--- src/rtl/parada_pkg.sv ---
// Shared types and constants for the soft-stop ramp controller.
// The package holds the FSM state enum, the per-level PWM duty in percent
// and the width of the dwell counter.
package parada_pkg;

  typedef enum logic [2:0] {
    IDLE   = 3'd0,
    S100   = 3'd1,
    S50    = 3'd2,
    S30    = 3'd3,
    PARADO = 3'd4
  } state_t;

  localparam int DUTY_30  = 30;
  localparam int DUTY_50  = 50;
  localparam int DUTY_100 = 100;

  // Dwell lengths of 1..8 ticks need a last index of 0..7.
  localparam int DWELL_W = 3;

  // Duty in percent driven while the FSM sits in a given state.
  function automatic int duty_pct(input state_t s);
    int pct;
    case (s)
      S100:    pct = DUTY_100;
      S50:     pct = DUTY_50;
      S30:     pct = DUTY_30;
      default: pct = 0;
    endcase
    return pct;
  endfunction

endpackage

--- src/rtl/prescaler_tick.sv ---
// Dwell-tick prescaler: counts 0..TICK_DIV-1 while enabled and flags the
// last count with a one-cycle tick. A clear restarts the count at 0 and
// wins over the enable, so a freshly entered level always gets a full tick.
module prescaler_tick #(
  parameter int TICK_DIV = 10_000_000
) (
  input  logic clk,
  input  logic reset,
  input  logic en,
  input  logic clr,
  output logic tick
);

  localparam int CW = (TICK_DIV > 1) ? $clog2(TICK_DIV) : 1;
  localparam logic [CW-1:0] LAST = CW'(TICK_DIV - 1);

  logic [CW-1:0] cnt_q;
  logic [CW-1:0] cnt_d;

  // Tick is gated by the enable so a paused ramp never sees a stale tick.
  assign tick = en && (cnt_q == LAST);

  // Next count: clear, hold while paused, otherwise wrap-around increment.
  always_comb begin
    cnt_d = cnt_q;
    if (clr) begin
      cnt_d = '0;
    end else if (en) begin
      cnt_d = (cnt_q == LAST) ? '0 : cnt_q + CW'(1);
    end
  end

  // Counter register.
  always_ff @(posedge clk) begin
    if (reset) begin
      cnt_q <= '0;
    end else begin
      cnt_q <= cnt_d;
    end
  end

endmodule

--- src/rtl/parada_rampa_parcial.sv ---
// Soft-stop ramp controller. On a stop request it latches the current speed
// level and steps it down 100 -> 50 -> 30 -> 0, spending N dwell ticks per
// level (N = DWELL_FAST with Rapido, DWELL_SLOW with Lento, paused with
// neither). All outputs are registered copies of the next-state decode, so
// they line up exactly with the state register.
// Optional feature: define PARADA_PWM_EN to build the PWM duty generator;
// without it pwm_out is tied low and no PWM counter exists.
module parada_rampa_parcial
  import parada_pkg::*;
#(
  parameter int TICK_DIV   = 10_000_000,
  parameter int DWELL_FAST = 1,
  parameter int DWELL_SLOW = 3,
  parameter int PWM_PERIOD = 100
) (
  input  logic clk,
  input  logic reset,
  input  logic parar,
  input  logic Rapido,
  input  logic Lento,
  input  logic in_30,
  input  logic in_50,
  input  logic in_100,
  output logic out_30,
  output logic out_50,
  output logic out_100,
  output logic ocupado,
  output logic parado,
  output logic pwm_out
);

  if (DWELL_FAST < 1 || DWELL_FAST > 8 || DWELL_SLOW < 1 || DWELL_SLOW > 8 ||
      TICK_DIV < 1 || PWM_PERIOD < 1) begin : g_bad_params
    $error("parada_rampa_parcial: dwell lengths must be 1..8, TICK_DIV and PWM_PERIOD >= 1");
  end

  localparam logic [DWELL_W-1:0] FAST_LAST = DWELL_W'(DWELL_FAST - 1);
  localparam logic [DWELL_W-1:0] SLOW_LAST = DWELL_W'(DWELL_SLOW - 1);

  state_t               state_q;
  state_t               state_d;
  logic [DWELL_W-1:0]   dwell_cnt_q;
  logic [DWELL_W-1:0]   dwell_cnt_d;
  logic [DWELL_W-1:0]   dwell_last;
  logic                 dwell_run;
  logic                 ramping;
  logic                 state_change;
  logic                 tick;

  logic out_30_q, out_50_q, out_100_q, ocupado_q, parado_q;
  logic out_30_d, out_50_d, out_100_d, ocupado_d, parado_d;

  // Dwell length is re-sampled every cycle; Rapido wins over Lento and
  // neither selected means the ramp is paused.
  always_comb begin
    dwell_run  = 1'b0;
    dwell_last = '0;
    if (Rapido) begin
      dwell_run  = 1'b1;
      dwell_last = FAST_LAST;
    end else if (Lento) begin
      dwell_run  = 1'b1;
      dwell_last = SLOW_LAST;
    end
  end

  assign ramping      = (state_q == S100) || (state_q == S50) || (state_q == S30);
  assign state_change = (state_d != state_q);

  prescaler_tick #(
    .TICK_DIV (TICK_DIV)
  ) u_tick (
    .clk   (clk),
    .reset (reset),
    .en    (ramping && dwell_run),
    .clr   (state_change),
    .tick  (tick)
  );

  // Next-state logic. Using >= on the dwell count means a shortened dwell
  // takes effect on the very next tick.
  always_comb begin
    state_d = state_q;
    case (state_q)
      IDLE: begin
        if (parar) begin
          if (in_100)      state_d = S100;
          else if (in_50)  state_d = S50;
          else if (in_30)  state_d = S30;
          else             state_d = PARADO;
        end
      end
      S100: begin
        if (!parar)                              state_d = IDLE;
        else if (tick && dwell_cnt_q >= dwell_last) state_d = S50;
      end
      S50: begin
        if (!parar)                              state_d = IDLE;
        else if (tick && dwell_cnt_q >= dwell_last) state_d = S30;
      end
      S30: begin
        if (!parar)                              state_d = IDLE;
        else if (tick && dwell_cnt_q >= dwell_last) state_d = PARADO;
      end
      PARADO: begin
        if (!parar) state_d = IDLE;
      end
      default: state_d = IDLE;
    endcase
  end

  // Dwell counter: cleared on every state entry, advanced once per tick.
  always_comb begin
    dwell_cnt_d = dwell_cnt_q;
    if (state_change) begin
      dwell_cnt_d = '0;
    end else if (tick) begin
      dwell_cnt_d = dwell_cnt_q + DWELL_W'(1);
    end
  end

  // Output decode from the next state, registered alongside the state.
  always_comb begin
    out_100_d = (state_d == S100);
    out_50_d  = (state_d == S50);
    out_30_d  = (state_d == S30);
    ocupado_d = (state_d == S100) || (state_d == S50) || (state_d == S30);
    parado_d  = (state_d == PARADO);
  end

  // State, dwell counter and level output registers.
  always_ff @(posedge clk) begin
    if (reset) begin
      state_q     <= IDLE;
      dwell_cnt_q <= '0;
      out_100_q   <= 1'b0;
      out_50_q    <= 1'b0;
      out_30_q    <= 1'b0;
      ocupado_q   <= 1'b0;
      parado_q    <= 1'b0;
    end else begin
      state_q     <= state_d;
      dwell_cnt_q <= dwell_cnt_d;
      out_100_q   <= out_100_d;
      out_50_q    <= out_50_d;
      out_30_q    <= out_30_d;
      ocupado_q   <= ocupado_d;
      parado_q    <= parado_d;
    end
  end

  assign out_100 = out_100_q;
  assign out_50  = out_50_q;
  assign out_30  = out_30_q;
  assign ocupado = ocupado_q;
  assign parado  = parado_q;

`ifdef PARADA_PWM_EN
  localparam int PWM_W = (PWM_PERIOD > 1) ? $clog2(PWM_PERIOD) : 1;
  localparam logic [PWM_W-1:0] PWM_LAST = PWM_W'(PWM_PERIOD - 1);

  logic [PWM_W-1:0] pwm_cnt_q;
  logic [PWM_W-1:0] pwm_cnt_d;
  logic [PWM_W:0]   duty_d;
  logic             pwm_out_q;
  logic             pwm_out_d;

  // PWM counter restarts with every state change; duty follows the next state.
  always_comb begin
    if (state_change || pwm_cnt_q == PWM_LAST) begin
      pwm_cnt_d = '0;
    end else begin
      pwm_cnt_d = pwm_cnt_q + PWM_W'(1);
    end
    duty_d    = (PWM_W + 1)'(PWM_PERIOD * duty_pct(state_d) / 100);
    pwm_out_d = ({1'b0, pwm_cnt_d} < duty_d);
  end

  // PWM counter and output register.
  always_ff @(posedge clk) begin
    if (reset) begin
      pwm_cnt_q <= '0;
      pwm_out_q <= 1'b0;
    end else begin
      pwm_cnt_q <= pwm_cnt_d;
      pwm_out_q <= pwm_out_d;
    end
  end

  assign pwm_out = pwm_out_q;
`else
  assign pwm_out = 1'b0;
`endif

endmodule

--- config.mk ---
export PLATFORM = sky130hd
export DESIGN_NAME = parada_rampa_parcial
export DESIGN_NICKNAME = d
export VERILOG_FILES = /design/src/rtl/parada_pkg.sv /design/src/rtl/prescaler_tick.sv /design/src/rtl/parada_rampa_parcial.sv
export SDC_FILE = /design/constraint.sdc
export NUM_CORES = 1
export LEC_CHECK = 0
export ABC_CLOCK_PERIOD_IN_PS = 2400
export CAP_MARGIN = 20
export CORE_ASPECT_RATIO = 1.5
export CORE_MARGIN = 2
export CORE_UTILIZATION = 45
export CTS_BUF_LIST = sky130_fd_sc_hd__clkbuf_16
export DETAILED_ROUTE_END_ITERATION = 12
export PLACE_DENSITY = 0.66
export SETUP_SLACK_MARGIN = 0.2
export SYNTH_ARGS = -nofsm -noshare
export SYNTH_HDL_FRONTEND = slang
export SYNTH_SLANG_ARGS = --single-unit
--- constraint.sdc ---
create_clock -name clk -period 2.4 [get_ports clk]
set_input_delay 0.48 -clock clk [delete_from_list [all_inputs] [get_ports clk]]
set_output_delay 0.48 -clock clk [all_outputs]
set_load 0.01 [all_outputs]
; Word level (Yosys, flattened, before mapping)
; Cells that the tools add are included.
[word_totals]
regBits = 35
out_inout_bits = 6
wordCells = 47
[classes]
addsub = 2
order_cmp = 1
eq_ne = 10
muxes = 17
n_reduce_logical = 9
[ops]
columns = operator, count
row1 = $mux W3, 11
row2 = $add A24 B1 Y24 const B, 1
row3 = $eq A24 B24 Y1 const B, 1
row4 = $mux W24, 1
row5 = $pmux W3 S5, 1
row6 = $eq A3 B2 Y1 const B, 4
row7 = $eq A3 B1 Y1 const B, 2
row8 = $eq A3 B3 Y1 const B, 2
row9 = $logic_or A1 B1 Y1, 4
row10 = $mux W2, 2
row11 = $add A3 B1 Y3 const B, 1
row12 = $ge A3 B3 Y1, 1
row13 = $logic_and A1 B1 Y1, 3
row14 = $logic_not A3 Y1, 1
row15 = $ne A3 B3 Y1, 1
row16 = $mux W1, 2
row17 = $reduce_or A2 Y1, 1

; Longest topological paths before layout
[logic_depth]
word_depth = 12
mapped_depth = 10

; Cells and area by module
; Synthesis repeated with hierarchy kept, for this count alone.
[unflattened]
cells_unflattened = 196
area_unflattened_um2 = 1737.9
[by_module_without_submodules]
columns = mod, n_inst, cells_per_inst, area_per_inst_um2, seq_area_each_um2
row1 = prescaler_tick, 1, 132, 1154.9, 480.5
row2 = parada_rampa_parcial, 1, 64, 583.1, 220.2

; Worst setup path after synthesis
; Ideal clock, no wire load.
[synth_timing]
kind = input to register
from = input port Lento
to = register u_tick.cnt_q[10]
setup_ps = 133
arrival_ps = 2040
t_required_ps = 2267
setup_slack_ps = 227
stages = 10
path_cell_list = nor2b_1 -> ha_1 -> nand2b_1 -> and3b_1 -> or3_1 -> o21ai_1 -> a221o_1 -> buf_4 -> buf_6 -> nor3_2
[synth_between]
elab_chain_cells = 10
[synth_rtl]
columns = item, line
row1 = "start, declared", parada_rampa_parcial.sv:20  ; input logic Lento,
row2 = branches (longest 10 deep; another with $ge A3 B3 Y1), --
row3 = "end signal, assigned", prescaler_tick.sv:38  ; cnt_q <= cnt_d;
row4 = "end, declared", prescaler_tick.sv:17  ; logic [CW-1:0] cnt_q;
; Several ways; the timed one is not identified.
; A chain may end at the register's enable or synchronous reset.

; Worst setup path in the final report
[layout_timing]
from = input port in_100
to = register u_tick.cnt_q[19]
[layout_between]
elab_chain_cells = 5
[layout_rtl]
columns = item, line
row1 = "start, declared", parada_rampa_parcial.sv:23  ; input logic in_100,
row2 = $mux W3, parada_rampa_parcial.sv:87  ; if (in_100) state_d = S100;
row3 = $mux W3, parada_rampa_parcial.sv:86  ; if (parar) begin
row4 = $pmux W3 S5, parada_rampa_parcial.sv:84  ; case (state_q)
row5 = $ne A3 B3 Y1, parada_rampa_parcial.sv:68  ; assign state_change = (state_d != state_q);
row6 = $reduce_or A2 Y1 (no source line), --
; Every way passes these cells.

==> metrics <==
commonest non-fill, non-tap cell in the layout=dfxtp_1; Worst Setup End Kind=flop; final setup vio count=0; Initial Util=between 40% and 50%; DIE AREA=between 4000 and 5000 um^2; Final Cycle Share=approximately 87%; final WL=approximately 4 mm; maximum VDD drop=around 0.55 mV; Clk Latency, worst-skew pair=0.27 ns; Die X=55.1 um; final hold violations=0; layout cells sized above 1=a little over a quarter; via count=1,506; Syn Nets=around 210; FF+latch count, synth=35; Achievable Freq=roughly 0.48 GHz; Rows=27; antenna diode count=0; setup ws final=roughly 0.30 ns; crit-path leading delay family=compound AO/OA/AOI/OAI gates; Max Cap Viol=0; first-pass GRT wire length=6.50 mm; Filler cells=approximately 320; largest net degree at the start of global routing=14; clk_skew=between 0.003 and 0.004 ns; worst path buffer plus inverter count=3; DRT antenna net count=0; Syn. warnings=0; Slew Viols, Final=0; Largest stage delay, worst path=~0.44 ns; final core occ=between 60% and 70%; Layout area overhead=34.6%; WL per Instance=approximately 14 um; Crit Path Class=input pin to flop; GRT Util Overall=about a fifth; Seq/Total Area, Yosys=39.7%; Tmin final=2.10 ns; H-Tree Depth=2; DR DRC count=0; Reg clk slew, reported paths=approximately 0.05 ns; chip height=80.7 um; hold slack=0.467 ns; GRT Max-Usage Layer=met2; Post-Syn Area=approximately 1800 um^2; CP arrival=2.30 ns; Unique masters post-synth=42; grt met2 use=between 30 and 40%; placer's final routability congestion estimate=~0.73; leakage=roughly 0.85 nW; dpl ws=-0.242 ns; clk buf depth=2; met3 Resource Use GR=between 4 and 5%; Core Area=roughly 3700 um^2; CP Data Required Time=between 2 and 3 ns; Mean Syn Cell Area=8.70 um^2; port bufs=12; initial antenna violation count=0; clk sinks=35; # IOs=14; outcome=completed; most frequent cells in the layout=dfxtp_1, nor2_1, buf_4; Final TNS setup=0 ns; HPWL after detailed placement=between 2 and 3 mm; CTS root buffer=clkbuf_16; Overflow after GRT=0; critical path cell sequence=clkdlybuf4s50_1, nand2b_1, o21ai_2, o2bb2ai_1, a31oi_1, a221o_2, buf_6, buf_12, nor3_4; CP max stage cell=clkdlybuf4s50_1; P per Cell Area=slightly below 600 nW/um^2; nets=~250; worst-path fanout max=7; Pre-Repair DR Iteration Count=4; TritonCTS clock tree=built; RSZ-0062 raised after global routing=no; met1 Use GR=roughly 22%; mean number of vias per cell=approximately 5.3; worst min path class=flop to flop; Syn Inst Count=203; Startpoint Class=input pin; vias in the first global route=approximately 1,500; Initial DRC Count=35; Num CTS Buffers=5
kinds of logic after synthesis:
kind of cell / after synthesis / synth area share, %
compound gates: 17 / 6.94
xor+xnor: 24 / 11.9
fa+ha+maj: 3 / 2.13
buf+inv: 12 / 4.68
flops: 35 / 39.7
mux: 1 / 0.567
other cells: 1 / 0.212
simple gates: 110 / 33.9
worst paths after layout:
| check | start | end | slack [ns] | cells after the start |
|---|---|---|---|---|
| worst max register to register | dwell_cnt_q[1] | u_tick.cnt_q[6] | 0.33 | 10 |
| worst min-delay path | u_tick.cnt_q[1] | u_tick.cnt_q[1] | 0.47 | 2 |
| worst max-delay path | in_100 | u_tick.cnt_q[19] | 0.30 | 9 |
| worst min register to register | u_tick.cnt_q[1] | u_tick.cnt_q[1] | 0.47 | 2 |
cells in the mapped netlist:
master / n / area, um^2
nand3_1: 10 / 50.1
and3b_1: 1 / 8.76
nor3_1: 13 / 65.1
nor2_1: 33 / 124
nor3b_2: 2 / 25.0
nand4b_1: 1 / 8.76
xnor2_1: 14 / 123
nor3_2: 4 / 40.0
a221o_1: 1 / 10.0
nand4_1: 4 / 25.0
o21ai_1: 1 / 5.00
nand2b_1: 4 / 25.0
clkbuf_1: 1 / 3.75
a311o_2: 1 / 11.3
a21oi_1: 3 / 15.0
a311oi_1: 1 / 8.76
a31o_2: 1 / 8.76
nor2b_1: 3 / 18.8
conb_1: 1 / 3.75
buf_4: 4 / 30.0
buf_6: 3 / 33.8
dfxtp_1: 35 / 701
and3_1: 7 / 43.8
o21ai_0: 3 / 15.0
xor2_1: 10 / 87.6
or3_1: 1 / 6.26
o2bb2ai_1: 1 / 8.76
ha_1: 3 / 37.5
o211ai_1: 1 / 7.51
mux2i_1: 1 / 10.0
nand2_1: 16 / 60.1
and4_1: 2 / 17.5
and2_1: 2 / 12.5
nand3b_1: 1 / 7.51
and4_4: 1 / 11.3
o21a_1: 1 / 7.51
nor4b_1: 2 / 17.5
o22ai_2: 1 / 12.5
and4bb_2: 2 / 25.0
a31oi_1: 2 / 12.5
or2_1: 1 / 6.26
inv_1: 4 / 15.0
registers in the layout, indices dropped and copies added (netlist names):
| name | count |
|---|---|
| out_50 | 1 |
| state_q | 3 |
| out_30 | 1 |
| dwell_cnt_q | 3 |
| u_tick.cnt_q | 24 |
| out_100 | 1 |
| parado | 1 |
| ocupado | 1 |
layer usage:
| metal | vias to the layer above | routed length (um) |
|---|---|---|
| li1 | 778 | - |
| met1 | 693 | 1660 |
| met2 | 27 | 2120 |
| met3 | 8 | 129 |
| met4 | 0 | 81 |
| met5 | - | 0 |
tightest hold or removal path, stage by stage (launching register included):
cell and delay, ns:
dfxtp_1 0.32, nand2_1 0.06, a21oi_1 0.05
layout make-up:
class,instances,area [um^2],share of cell area (%)
clock buffer,5,125,5.27
clock inverter,3,15.0,0.632
tap,43,53.8,2.26
multi-input combinational,156,1090,45.8
timing repair buffer,36,377,15.9
sequential,35,702,29.5
inverter,4,15.0,0.632
per-stage QoR:
stage	area (um^2)	cells	power [mW]
after floorplan	1770	203	0.681
after global placement	2020	268	0.734
after detailed placement	2020	268	0.734
after CTS	2320	282	1.41
after global routing	2380	282	1.45
final	2380	282	1.40
what timing repair did:
action / in CTS / in global routing
cloned: 3 / 0
endpoints found under the setup margin: 32 / 30
hold buffers: 0 / 0
gates resized for setup: 19 / 17
buffers inserted: 3 / 0
pin swaps: 18 / 5
power breakdown:
group,total (mW),internal (mW),switching [mW]
logic,0.193,0.109,0.0844
registers,0.597,0.589,0.00789
clock network,0.610,0.378,0.232
total,1.40,1.08,0.324
Power figures use the tool's default switching activity.
